<file path="src/rtl/seq_alu_pkg.sv">
// Shared opcodes, FSM state encoding and the shift-amount helper
// used by the multi-cycle ALU.
package seq_alu_pkg;

  localparam logic [2:0] OP_ADD  = 3'b000;
  localparam logic [2:0] OP_SUB  = 3'b001;
  localparam logic [2:0] OP_AND  = 3'b010;
  localparam logic [2:0] OP_OR   = 3'b011;
  localparam logic [2:0] OP_SHL  = 3'b100;
  localparam logic [2:0] OP_SHR  = 3'b101;
  localparam logic [2:0] OP_MUL  = 3'b110;
  localparam logic [2:0] OP_ADD2 = 3'b111;

  typedef enum logic [1:0] {
    ST_IDLE = 2'd0,
    ST_BUSY = 2'd1,
    ST_DONE = 2'd2
  } state_t;

  // Shift field encodes amount minus one, giving 1..4.
  function automatic logic [2:0] shift_amt(input logic [1:0] f);
    return {1'b0, f} + 3'd1;
  endfunction

endpackage

</file>
<file path="src/rtl/seq_alu_if.sv">
// Operand/result handshake bundle of the multi-cycle ALU.
interface seq_alu_if #(parameter int WIDTH = 8);
  logic             in_valid;
  logic             in_ready;
  logic [WIDTH-1:0] A;
  logic [WIDTH-1:0] B;
  logic [4:0]       alu_op;
  logic             abort;
  logic             out_valid;
  logic             out_ready;
  logic [WIDTH-1:0] result;
  logic             flag_z;
  logic             flag_n;
  logic             flag_c;

  modport master (
    output in_valid, A, B, alu_op, abort, out_ready,
    input  in_ready, out_valid, result, flag_z, flag_n, flag_c
  );

  modport slave (
    input  in_valid, A, B, alu_op, abort, out_ready,
    output in_ready, out_valid, result, flag_z, flag_n, flag_c
  );
endinterface

</file>
<file path="src/rtl/seq_alu_mul.sv">
// Shift-add multiplier: one multiplier bit per cycle, WIDTH cycles per product.
module seq_alu_mul #(
  parameter int WIDTH = 8,
  parameter int CNT_W = 6
) (
  input  logic               clk,
  input  logic               rst_n,
  input  logic               start,
  input  logic               abort,
  input  logic [WIDTH-1:0]   a,
  input  logic [WIDTH-1:0]   b,
  output logic               done,
  output logic [2*WIDTH-1:0] prod_nxt
);

  logic [2*WIDTH-1:0] prod;
  logic [2*WIDTH-1:0] mcand;
  logic [WIDTH-1:0]   mplier;
  logic [CNT_W-1:0]   cnt;
  logic               run;

  // mcand is A pre-shifted by the step index, so each step is a plain add.
  assign prod_nxt = prod + (mplier[0] ? mcand : '0);
  assign done     = run && (cnt == CNT_W'(1));

  always_ff @(posedge clk or negedge rst_n) begin
    if (!rst_n) begin
      prod   <= '0;
      mcand  <= '0;
      mplier <= '0;
      cnt    <= '0;
      run    <= 1'b0;
    end else if (start) begin
      prod   <= '0;
      mcand  <= {{WIDTH{1'b0}}, a};
      mplier <= b;
      cnt    <= CNT_W'(WIDTH);
      run    <= 1'b1;
    end else if (abort) begin
      run    <= 1'b0;
    end else if (run) begin
      prod   <= prod_nxt;
      mcand  <= mcand << 1;
      mplier <= mplier >> 1;
      cnt    <= cnt - CNT_W'(1);
      if (done) run <= 1'b0;
    end
  end

endmodule

</file>
<file path="src/rtl/seq_alu.sv">
// Multi-cycle ALU: single-cycle logic/arith ops, iterative shifts and a
// shift-add multiplier behind valid/ready handshakes on both sides.
module seq_alu
  import seq_alu_pkg::*;
#(
  parameter int WIDTH = 8,
  parameter int CNT_W = 6
) (
  input logic      clk,
  input logic      rst_n,
  seq_alu_if.slave bus
);

  state_t             state;
  logic [2:0]         op_q;
  logic [WIDTH-1:0]   acc;
  logic [CNT_W-1:0]   cnt;
  logic [WIDTH-1:0]   result_q;
  logic               z_q, n_q, c_q;

  logic               accept;
  logic [WIDTH:0]     sum, diff;
  logic [WIDTH-1:0]   shift_nxt;
  logic               shift_out;
  logic               mul_done;
  logic [2*WIDTH-1:0] mul_prod;
  logic               fin_load;
  logic [WIDTH-1:0]   fin_res;
  logic               fin_c;

  // abort wins over a same-cycle request
  assign accept = (state == ST_IDLE) && bus.in_valid && !bus.abort;
  assign sum    = {1'b0, bus.A} + {1'b0, bus.B};
  assign diff   = {1'b0, bus.A} - {1'b0, bus.B};

  assign shift_nxt = (op_q == OP_SHL) ? (acc << 1) : (acc >> 1);
  assign shift_out = (op_q == OP_SHL) ? acc[WIDTH-1] : acc[0];

  seq_alu_mul #(.WIDTH(WIDTH), .CNT_W(CNT_W)) u_mul (
    .clk      (clk),
    .rst_n    (rst_n),
    .start    (accept && (bus.alu_op[2:0] == OP_MUL)),
    .abort    (bus.abort),
    .a        (bus.A),
    .b        (bus.B),
    .done     (mul_done),
    .prod_nxt (mul_prod)
  );

  // Final result of whichever path completes this cycle.
  always_comb begin
    fin_load = 1'b0;
    fin_res  = result_q;
    fin_c    = c_q;
    case (state)
      ST_IDLE: if (accept) begin
        case (bus.alu_op[2:0])
          OP_SUB: begin fin_load = 1'b1; fin_res = diff[WIDTH-1:0]; fin_c = diff[WIDTH]; end
          OP_AND: begin fin_load = 1'b1; fin_res = bus.A & bus.B; fin_c = 1'b0; end
          OP_OR:  begin fin_load = 1'b1; fin_res = bus.A | bus.B; fin_c = 1'b0; end
          OP_SHL, OP_SHR, OP_MUL: fin_load = 1'b0;
          default: begin fin_load = 1'b1; fin_res = sum[WIDTH-1:0]; fin_c = sum[WIDTH]; end
        endcase
      end
      ST_BUSY: if (!bus.abort) begin
        if (op_q == OP_MUL) begin
          if (mul_done) begin
            fin_load = 1'b1;
            fin_res  = mul_prod[WIDTH-1:0];
            fin_c    = |mul_prod[2*WIDTH-1:WIDTH];
          end
        end else if (cnt == CNT_W'(1)) begin
          fin_load = 1'b1;
          fin_res  = shift_nxt;
          fin_c    = shift_out;
        end
      end
      default: fin_load = 1'b0;
    endcase
  end

  always_ff @(posedge clk or negedge rst_n) begin
    if (!rst_n) begin
      state    <= ST_IDLE;
      op_q     <= OP_ADD;
      acc      <= '0;
      cnt      <= '0;
      result_q <= '0;
      z_q      <= 1'b0;
      n_q      <= 1'b0;
      c_q      <= 1'b0;
    end else begin
      case (state)
        ST_IDLE: if (accept) begin
          op_q <= bus.alu_op[2:0];
          case (bus.alu_op[2:0])
            OP_SHL, OP_SHR: begin
              acc   <= bus.A;
              cnt   <= CNT_W'(shift_amt(bus.alu_op[4:3]));
              state <= ST_BUSY;
            end
            OP_MUL:  state <= ST_BUSY;
            default: state <= ST_DONE;
          endcase
        end
        ST_BUSY: begin
          if (bus.abort) begin
            state <= ST_IDLE;
          end else if (op_q == OP_MUL) begin
            if (mul_done) state <= ST_DONE;
          end else begin
            acc <= shift_nxt;
            cnt <= cnt - CNT_W'(1);
            if (cnt == CNT_W'(1)) state <= ST_DONE;
          end
        end
        ST_DONE: if (bus.abort || bus.out_ready) state <= ST_IDLE;
        default: state <= ST_IDLE;
      endcase

      if (fin_load) begin
        result_q <= fin_res;
        c_q      <= fin_c;
        z_q      <= (fin_res == '0);
        n_q      <= fin_res[WIDTH-1];
      end
    end
  end

  assign bus.in_ready  = (state == ST_IDLE);
  assign bus.out_valid = (state == ST_DONE);
  assign bus.result    = result_q;
  assign bus.flag_z    = z_q;
  assign bus.flag_n    = n_q;
  assign bus.flag_c    = c_q;

endmodule

</file>
<file path="src/flat_wrapper.sv">
// flat-port wrapper written by rule: the top's interface ports become plain ports
module seq_alu_flat import seq_alu_pkg::*;
#(
  parameter int WIDTH = 8,
  parameter int CNT_W = 6
)
  (clk, rst_n, bus_in_valid, bus_A, bus_B, bus_alu_op, bus_abort, bus_out_ready, bus_in_ready, bus_out_valid, bus_result, bus_flag_z, bus_flag_n, bus_flag_c);
  seq_alu_if #(.WIDTH(WIDTH)) bus_i ();
  input logic clk;
  input logic rst_n;
  input wire logic [$bits(bus_i.in_valid)-1:0] bus_in_valid;
  input wire logic [$bits(bus_i.A)-1:0] bus_A;
  input wire logic [$bits(bus_i.B)-1:0] bus_B;
  input wire logic [$bits(bus_i.alu_op)-1:0] bus_alu_op;
  input wire logic [$bits(bus_i.abort)-1:0] bus_abort;
  input wire logic [$bits(bus_i.out_ready)-1:0] bus_out_ready;
  output wire logic [$bits(bus_i.in_ready)-1:0] bus_in_ready;
  output wire logic [$bits(bus_i.out_valid)-1:0] bus_out_valid;
  output wire logic [$bits(bus_i.result)-1:0] bus_result;
  output wire logic [$bits(bus_i.flag_z)-1:0] bus_flag_z;
  output wire logic [$bits(bus_i.flag_n)-1:0] bus_flag_n;
  output wire logic [$bits(bus_i.flag_c)-1:0] bus_flag_c;
  assign bus_i.in_valid = bus_in_valid;
  assign bus_i.A = bus_A;
  assign bus_i.B = bus_B;
  assign bus_i.alu_op = bus_alu_op;
  assign bus_i.abort = bus_abort;
  assign bus_i.out_ready = bus_out_ready;
  assign bus_in_ready = bus_i.in_ready;
  assign bus_out_valid = bus_i.out_valid;
  assign bus_result = bus_i.result;
  assign bus_flag_z = bus_i.flag_z;
  assign bus_flag_n = bus_i.flag_n;
  assign bus_flag_c = bus_i.flag_c;
  seq_alu #(.WIDTH(WIDTH), .CNT_W(CNT_W)) u_core (.clk(clk), .rst_n(rst_n), .bus(bus_i));
endmodule
</file>
<file path="config.mk">
export PLATFORM = sky130hd
export DESIGN_NAME = seq_alu_flat
export DESIGN_NICKNAME = d
export VERILOG_FILES = /design/src/rtl/seq_alu_pkg.sv /design/src/rtl/seq_alu_if.sv /design/src/rtl/seq_alu_mul.sv /design/src/rtl/seq_alu.sv /design/src/flat_wrapper.sv
export SDC_FILE = /design/constraint.sdc
export NUM_CORES = 1
export LEC_CHECK = 0
export BUFFER_PORTS_ARGS = -buffer_cell sky130_fd_sc_hd__clkbuf_2
export CORE_MARGIN = 4
export CORE_UTILIZATION = 30
export DETAILED_ROUTE_END_ITERATION = 8
export MAX_ROUTING_LAYER = met4
export PLACE_DENSITY_LB_ADDON = 0.12
export SLEW_MARGIN = 25
export SYNTH_ARGS = -nofsm -noshare
export SYNTH_HDL_FRONTEND = slang
export SYNTH_SLANG_ARGS = --single-unit
</file>
<file path="constraint.sdc">
create_clock -name clk -period 3.9 [get_ports clk]
set_clock_uncertainty 0.1 [all_clocks]
set_input_delay 0.975 -clock clk [delete_from_list [all_inputs] [get_ports clk]]
set_output_delay 0.975 -clock clk [all_outputs]
set_load 0.01 [all_outputs]
</file>
# After elaboration in Yosys (flattened, before gate mapping)
# Index checks and enable logic that the tools add are counted.
[word_totals]
regBits = 77
in_bits = 26
out_inout_bits = 13
elab_cells = 121
[classes]
addsub = 6
n_eq_ne = 23
n_mux = 58
n_bitwise = 2
n_reduce_logical = 19
[op_table]
columns = ["operator", "count"]
rows = [
  ["16-bit 2-to-1 mux", 7],
  ["8-bit 2-to-1 mux", 13],
  ["6-bit 2-to-1 mux", 7],
  ["8-bit one-hot mux with 2 select lines", 2],
  ["8-bit one-hot mux with 4 select lines", 1],
  ["16-bit adder", 1],
  ["1-bit 2-to-1 mux", 16],
  ["3-bit equality test, second input constant", 5],
  ["2-bit 2-to-1 mux", 7],
  ["6-bit by 1-bit equality test with 1-bit output, second input constant", 2],
  ["6-bit one-hot mux with 2 select lines", 1],
  ["6-bit by 1-bit subtractor with 6-bit output, second input constant", 2],
  ["8-bit by 8-bit adder with 9-bit output", 1],
  ["8-bit by 8-bit subtractor with 9-bit output", 1],
  ["8-bit bitwise AND", 1],
  ["8-bit zero test", 1],
  ["2-bit by 1-bit != test with 1-bit output, second input constant", 4],
  ["8-bit OR", 1],
  ["8-bit OR reduction", 1],
  ["7-bit AND reduction", 1],
  ["3-bit by 2-bit equality test with 1-bit output, second input constant", 2],
  ["2-bit != test, second input constant", 3],
  ["2-bit one-hot mux with 3 select lines", 1],
  ["5-bit AND reduction", 1],
  ["19 further kinds", 26],
]

# Depth between registers and ports, before layout
[depth]
depth_word = 7
depth_mapped = 12
mapped_depth_nobuf = 11

# Hierarchy
# Synthesis repeated with hierarchy kept, for this count alone.
[unflattened]
hier_cells = 709
hier_area_um2 = 5793.1
[by_module_without_submodules]
columns = ["mod", "n_inst", "cells_each", "area_each_um2", "seq_area_each_um2"]
rows = [
  ["seq_alu_mul", 1, 336, 2905.3, 1176.1],
  ["seq_alu", 1, 373, 2887.8, 725.7],
]

# Worst setup path before layout
# No wires, ideal clock.
[synth_timing]
kind = "input port to flip-flop"
startpoint = "input port bus_B[0]"
endpoint = "register u_core.z_q (netlist: u_core.bus.flag_z)"
setup_time_ns = 0.092
arrival_ns = 3.078
required_time_ns = 3.708
path_slack_ns = 0.630
stages = 10
n_path_buf = 0
cell_sequence = "ha_1 fa_1 a211oi_1 o21bai_1 a21oi_1 xnor2_1 or2b_2 a31o_1 nand4b_1 o31ai_2"
[synth_between]
elab_chain_cells = 5
word_cells_on_any_way = 8
cone_classes = "2 x add/sub; 3 x mux; 2 x bitwise; 1 x reduce/logical"
[synth_rtl]
columns = ["item", "line_no", "text"]
rows = [
  ["start: declaration", "flat_wrapper.sv:13", "input wire logic [$bits(bus_i.B)-1:0] bus_B;"],
  ["8-bit by 8-bit adder with 9-bit output (tied with other cells)", "seq_alu.sv:33", "assign sum = {1'b0, bus.A} + {1'b0, bus.B};"],
  ["8-bit one-hot mux with 4 select lines (*)", "seq_alu.sv:57", "case (bus.alu_op[2:0])"],
  ["8-bit 2-to-1 mux (*)", "seq_alu.sv:56", "ST_IDLE: if (accept) begin"],
  ["8-bit one-hot mux with 2 select lines (*)", "seq_alu.sv:55", "case (state)"],
  ["8-bit zero test (*)", "seq_alu.sv:124", "z_q <= (fin_res == '0);"],
  ["end signal: assignment", "seq_alu.sv:124", ""],
  ["end: declaration", "seq_alu.sv:19", "logic z_q, n_q, c_q;"],
]
# Mark *: on every way between the ends. The rest lies on a longest branch, timed or not.
# A chain may end at the register's enable or synchronous reset.

# Worst setup path after layout
[layout_timing]
startpoint = "input port bus_B[0]"
endpoint = "register u_core.c_q (netlist: u_core.bus.flag_c)"
[layout_between]
elab_chain_cells = 4
word_cells_on_any_way = 5
cone_classes = "2 x add/sub; 3 x mux"
[layout_rtl]
columns = ["item", "line_no", "text"]
rows = [
  ["8-bit by 8-bit adder with 9-bit output or 8-bit by 8-bit subtractor with 9-bit output (tied branches)", "seq_alu.sv:33, seq_alu.sv:34", ""],
  ["1-bit one-hot mux with 3 select lines (*)", "seq_alu.sv:57", ""],
  ["1-bit 2-to-1 mux (*)", "seq_alu.sv:56", ""],
  ["1-bit one-hot mux with 2 select lines (*)", "seq_alu.sv:55", ""],
  ["end signal: assignment", "seq_alu.sv:123", "c_q <= fin_c;"],
  ["end: declaration", "seq_alu.sv:19", ""],
]
# Mark *: on every way between the ends. The rest lies on a longest branch, timed or not. The select of a mux whose other input is x is not followed.

==> metrics.md <==
| Metric | Value |
|---|---|
| CTS Root Cell | `clkbuf_16` |
| Slowest stage delay, CP | `0.45 ns` |
| Syn avg cell area | `8.25 sq um` |
| Max-slew violation count | `0` |
| Yosys reg bits | `76` |
| Maxcap violations | `0` |
| Top Ports | `39` |
| Routability cong. | `0.855` |
| Proportion of synthesized area in mux cells | `1.66%` |
| Sw Ratio | `38.0%` |
| Setup Crit Path Kind | `in -> reg` |
| Setup WS pre-CTS | `0.156 ns` |
| Vias per inst | `5.27` |
| Post-cts sizing count | `0` |
| Share of the synthesized area in the top cell type | `33.7%` |
| Largest net degree at the start of global routing | `58` |
| Synth Area in Compound Gates | `21.8%` |
| Post-DP HPWL | `12500 um` |
| Post-synth EDFFs | `0` |
| Largest family of logic cells by synthesized area | `simple AND/OR/NAND/NOR gates` |
| Critical Path RT | `4.01 ns` |
| FF-to-FF End | `u_core.bus.flag_c` |
| Overall overflow remaining after global route | `0` |
| Clock power share | `27.7%` |
| Layout cells sized above 1 | `13.0%` |
| Port bufs | `38` |
| Routed len/inst | `18.0 um` |
| Post-Synth Adder-Cell Area | `10.8%` |
| Internal power | `0.00208 W` |
| Multi-input logic area | `3450 sq um` |
| CTS Buffer Depth | `2` |
| Post CTS Setup Buffer Count | `0` |
| Starting Density | `31.0%` |
| CP cell instances | `clkbuf_2 > ha_1 > fa_1 > a211oi_1 > o21bai_1 > a21oi_1 > a21oi_1 > nor4_1 > nand4_1 > nor4b_1 > a31oi_1` |
| Reg2Reg Launch Point | `u_core.u_mul.mcand[0]` |
| Inserted Clock Buffers | `9` |
| XOR/XNOR share of the synthesized area | `4.66%` |
| Endpoint, Worst Hold | `u_core.cnt[5]` |
| Area delta synth->final | `12.8%` |
| H-tree depth | `3` |
| # diodes | `0` |
| VDD IR-drop max | `0.224 mV` |
| Worst Max-Slew Pin Slew | `0.793 ns` |
| DR iter-0 viols | `409` |
| CTS tree | `built` |
| Lkg Pwr | `2.89 nW` |
| Die ar. | `21000 sq um` |
| Headroom to the max-slew limit | `47.2%` |
| Core Region | `18200 sq um` |
| Post-Synthesis Cells | `683` |
| Sequential fraction of the synthesis area | `33.7%` |
| Filler cells | `1918` |
| Nets | `778` |
| Pre-Repair DR Iteration Count | `5` |
| Synth Flop Type | `dfrtp_1` |
| CTS clock-pin slew for the worst setup and hold paths | `0.06 ns` |
| Synth cell types | `75` |
| Status | `complete, no violations` |
| Logic gate share of total power | `36.1%` |
| Simple-gate share of the synthesized area | `22.1%` |
| Initial antenna violation count | `0` |
| Flop pwr share | `36.2%` |
| Critical Path Fanout Max | `4` |
| WHS Path Cells | `1` |
| Hold wc startpoint | `u_core.cnt[5]` |
| Final Worst Setup Slack | `0.520 ns` |
| Number of global-route vias before repair | `4816` |
| Sink Count | `76` |
| Die Y | `145 um` |
| Register Area | `1900 sq um` |
| R2R setup slack | `0.62 ns` |
| Worst-skew pair later-pin latency | `0.35 ns` |
| First-pass GRT wire length | `27400 um` |
| Peak Freq | `0.296 GHz` |
| Worst hold path type | `reg -> reg` |
| CP max stage cell | `fa_1` |
| Sum Neg Setup Slack | `0 ns` |
| Tcrit/Tclk final | `86.7%` |
| Critical Path AT | `3.50 ns` |
| P_sw | `0.00128 W` |
| All-Layer GR Usage | `16.7%` |
| CP Buf/Inv Count | `1` |
| Crit end category | `flop` |
| Total Wirelength | `16900 um` |
| Placed Area | `6030 sq um` |
| Hold-fix buffers, CTS | `0` |
| Startpoint Class | `input pin` |
| Crit path top cell by count | `a21oi_1` |
| Die W | `145 um` |
| Post-synth design cell area | `5640 sq um` |
| Final Hold Viols | `0` |
| Period minus WS final | `3.38 ns` |
| Rows | `49` |
| Antenna violation net count after detailed routing | `0` |
| Design Area, Final | `6360 sq um` |
| CP delay by family, top | `compound AO/OA/AOI/OAI gates` |
| RSZ-0062 raised after global routing | `no` |
| Most area-hungry cell type in the Yosys netlist | `dfrtp_1` |
| Synthesis warning total | `0` |
| Number of remaining DRC errors | `0` |
| FF-to-FF path depth | `11` |
| Via count | `4948` |
| Asr flop ratio synth | `100%` |
| # setup viols final | `0` |
| Top cells by area, synth | `dfrtp_1 (34%), ha_1 (9.8%), nand2_1 (6.2%)` |
| Synthesized net count | `756` |
| Pwr dens | `528 nW/um^2` |
## power by group through the flow
stage / clock, W / sequential (W) / combinational (W)
6_report: 0.000930 / 0.00122 / 0.00121
5_1_grt: 0.000991 / 0.00125 / 0.00136
4_1_cts: 0.000963 / 0.00121 / 0.00121
3_5_place_dp: 0 / 0.00123 / 0.00120
3_3_place_gp: 0 / 0.00122 / 0.00120
2_1_floorplan: 0 / 0.00118 / 0.000837
## cells in the mapped netlist, types with 9 or more instances
cell,count
nand2_1,93
nor3_1,13
xnor2_1,19
dfrtp_1,76
o21ai_0,44
nor2b_1,11
nor2_1,66
a21oi_1,65
ha_1,44
clkbuf_1,28
a211oi_1,9
a31oi_1,22
xor2_1,11
and2_1,18
inv_1,34
## metal layers
layer / global-route usage [%] / up-vias / wire [um]
li1: - / 2435 / -
met1: 24.0 / 2375 / 8520
met2: 24.2 / 121 / 7410
met3: 2.93 / 17 / 738
met4: 4.70 / 0 / 264
met5: - / - / 0
## through the flow
stage	hold WS (ns)	std cells	utilization [%]	total power, W
6_report	0.374	939	34.9	0.00336
3_5_place_dp	0.372	923	33.1	0.00243
3_3_place_gp	0.359	923	33.1	0.00242
4_1_cts	0.381	939	34.9	0.00339
5_1_grt	0.439	939	34.9	0.00360
2_1_floorplan	0.344	683	-	0.00202
## layout make-up
cell class	count	area share (%)
multi-input cells	536	54.2
flip-flops and latches	76	29.9
well taps	229	4.51
repair buffers	48	4.21
clock buffers	10	3.76
inverters	34	2.01
clock inverters	6	1.38
## placed cells by master, fill, tap and decap left out, types with 9 or more instances in the layout
| cell | n |
|---|---|
| nor3_1 | 13 |
| a31oi_1 | 22 |
| o21ai_0 | 44 |
| xor2_1 | 11 |
| ha_1 | 44 |
| inv_1 | 34 |
| nor2_1 | 66 |
| and2_1 | 18 |
| dfrtp_1 | 76 |
| a211oi_1 | 9 |
| buf_4 | 11 |
| a21oi_1 | 65 |
| nor2b_1 | 10 |
| clkbuf_16 | 9 |
| clkbuf_2 | 37 |
| xnor2_1 | 19 |
| nand2_1 | 93 |
## worst max-delay path by stage
stage                         from           endpoint  cells past startpoint
after global placement    bus_B[0]  u_core.bus.flag_z                     11
after detailed placement  bus_B[0]  u_core.bus.flag_c                     11
after global routing      bus_B[0]  u_core.bus.flag_c                     11
after CTS                 bus_B[0]  u_core.bus.flag_c                     11
after floorplan           bus_B[0]  u_core.bus.flag_z                     10
final                     bus_B[0]  u_core.bus.flag_c                     11
## state kept, by name, indices dropped and copies added (netlist names)
name / cells
u_core.u_mul.mplier: 8
u_core.u_mul.prod: 16
u_core.acc: 8
u_core.cnt: 6
u_core.bus.result: 8
u_core.u_mul.mcand: 16
u_core.u_mul.run: 1
u_core.bus.flag_z: 1
u_core.u_mul.cnt: 6
u_core.op_q: 3
u_core.state: 2
u_core.bus.flag_c: 1
## logic make-up (layout without fill, tap and decap cells)
family	count (synthesis)	in the layout
and+or+nand+nor	254	254
AOI/OAI and AO/OA	196	196
DFF	76	76
buffers and inverters	71	98
adders and majority gates	47	47
xor gates and xnor gates	30	30
muxes	9	9
No activity file was read; power rests on OpenSTA's default activity.
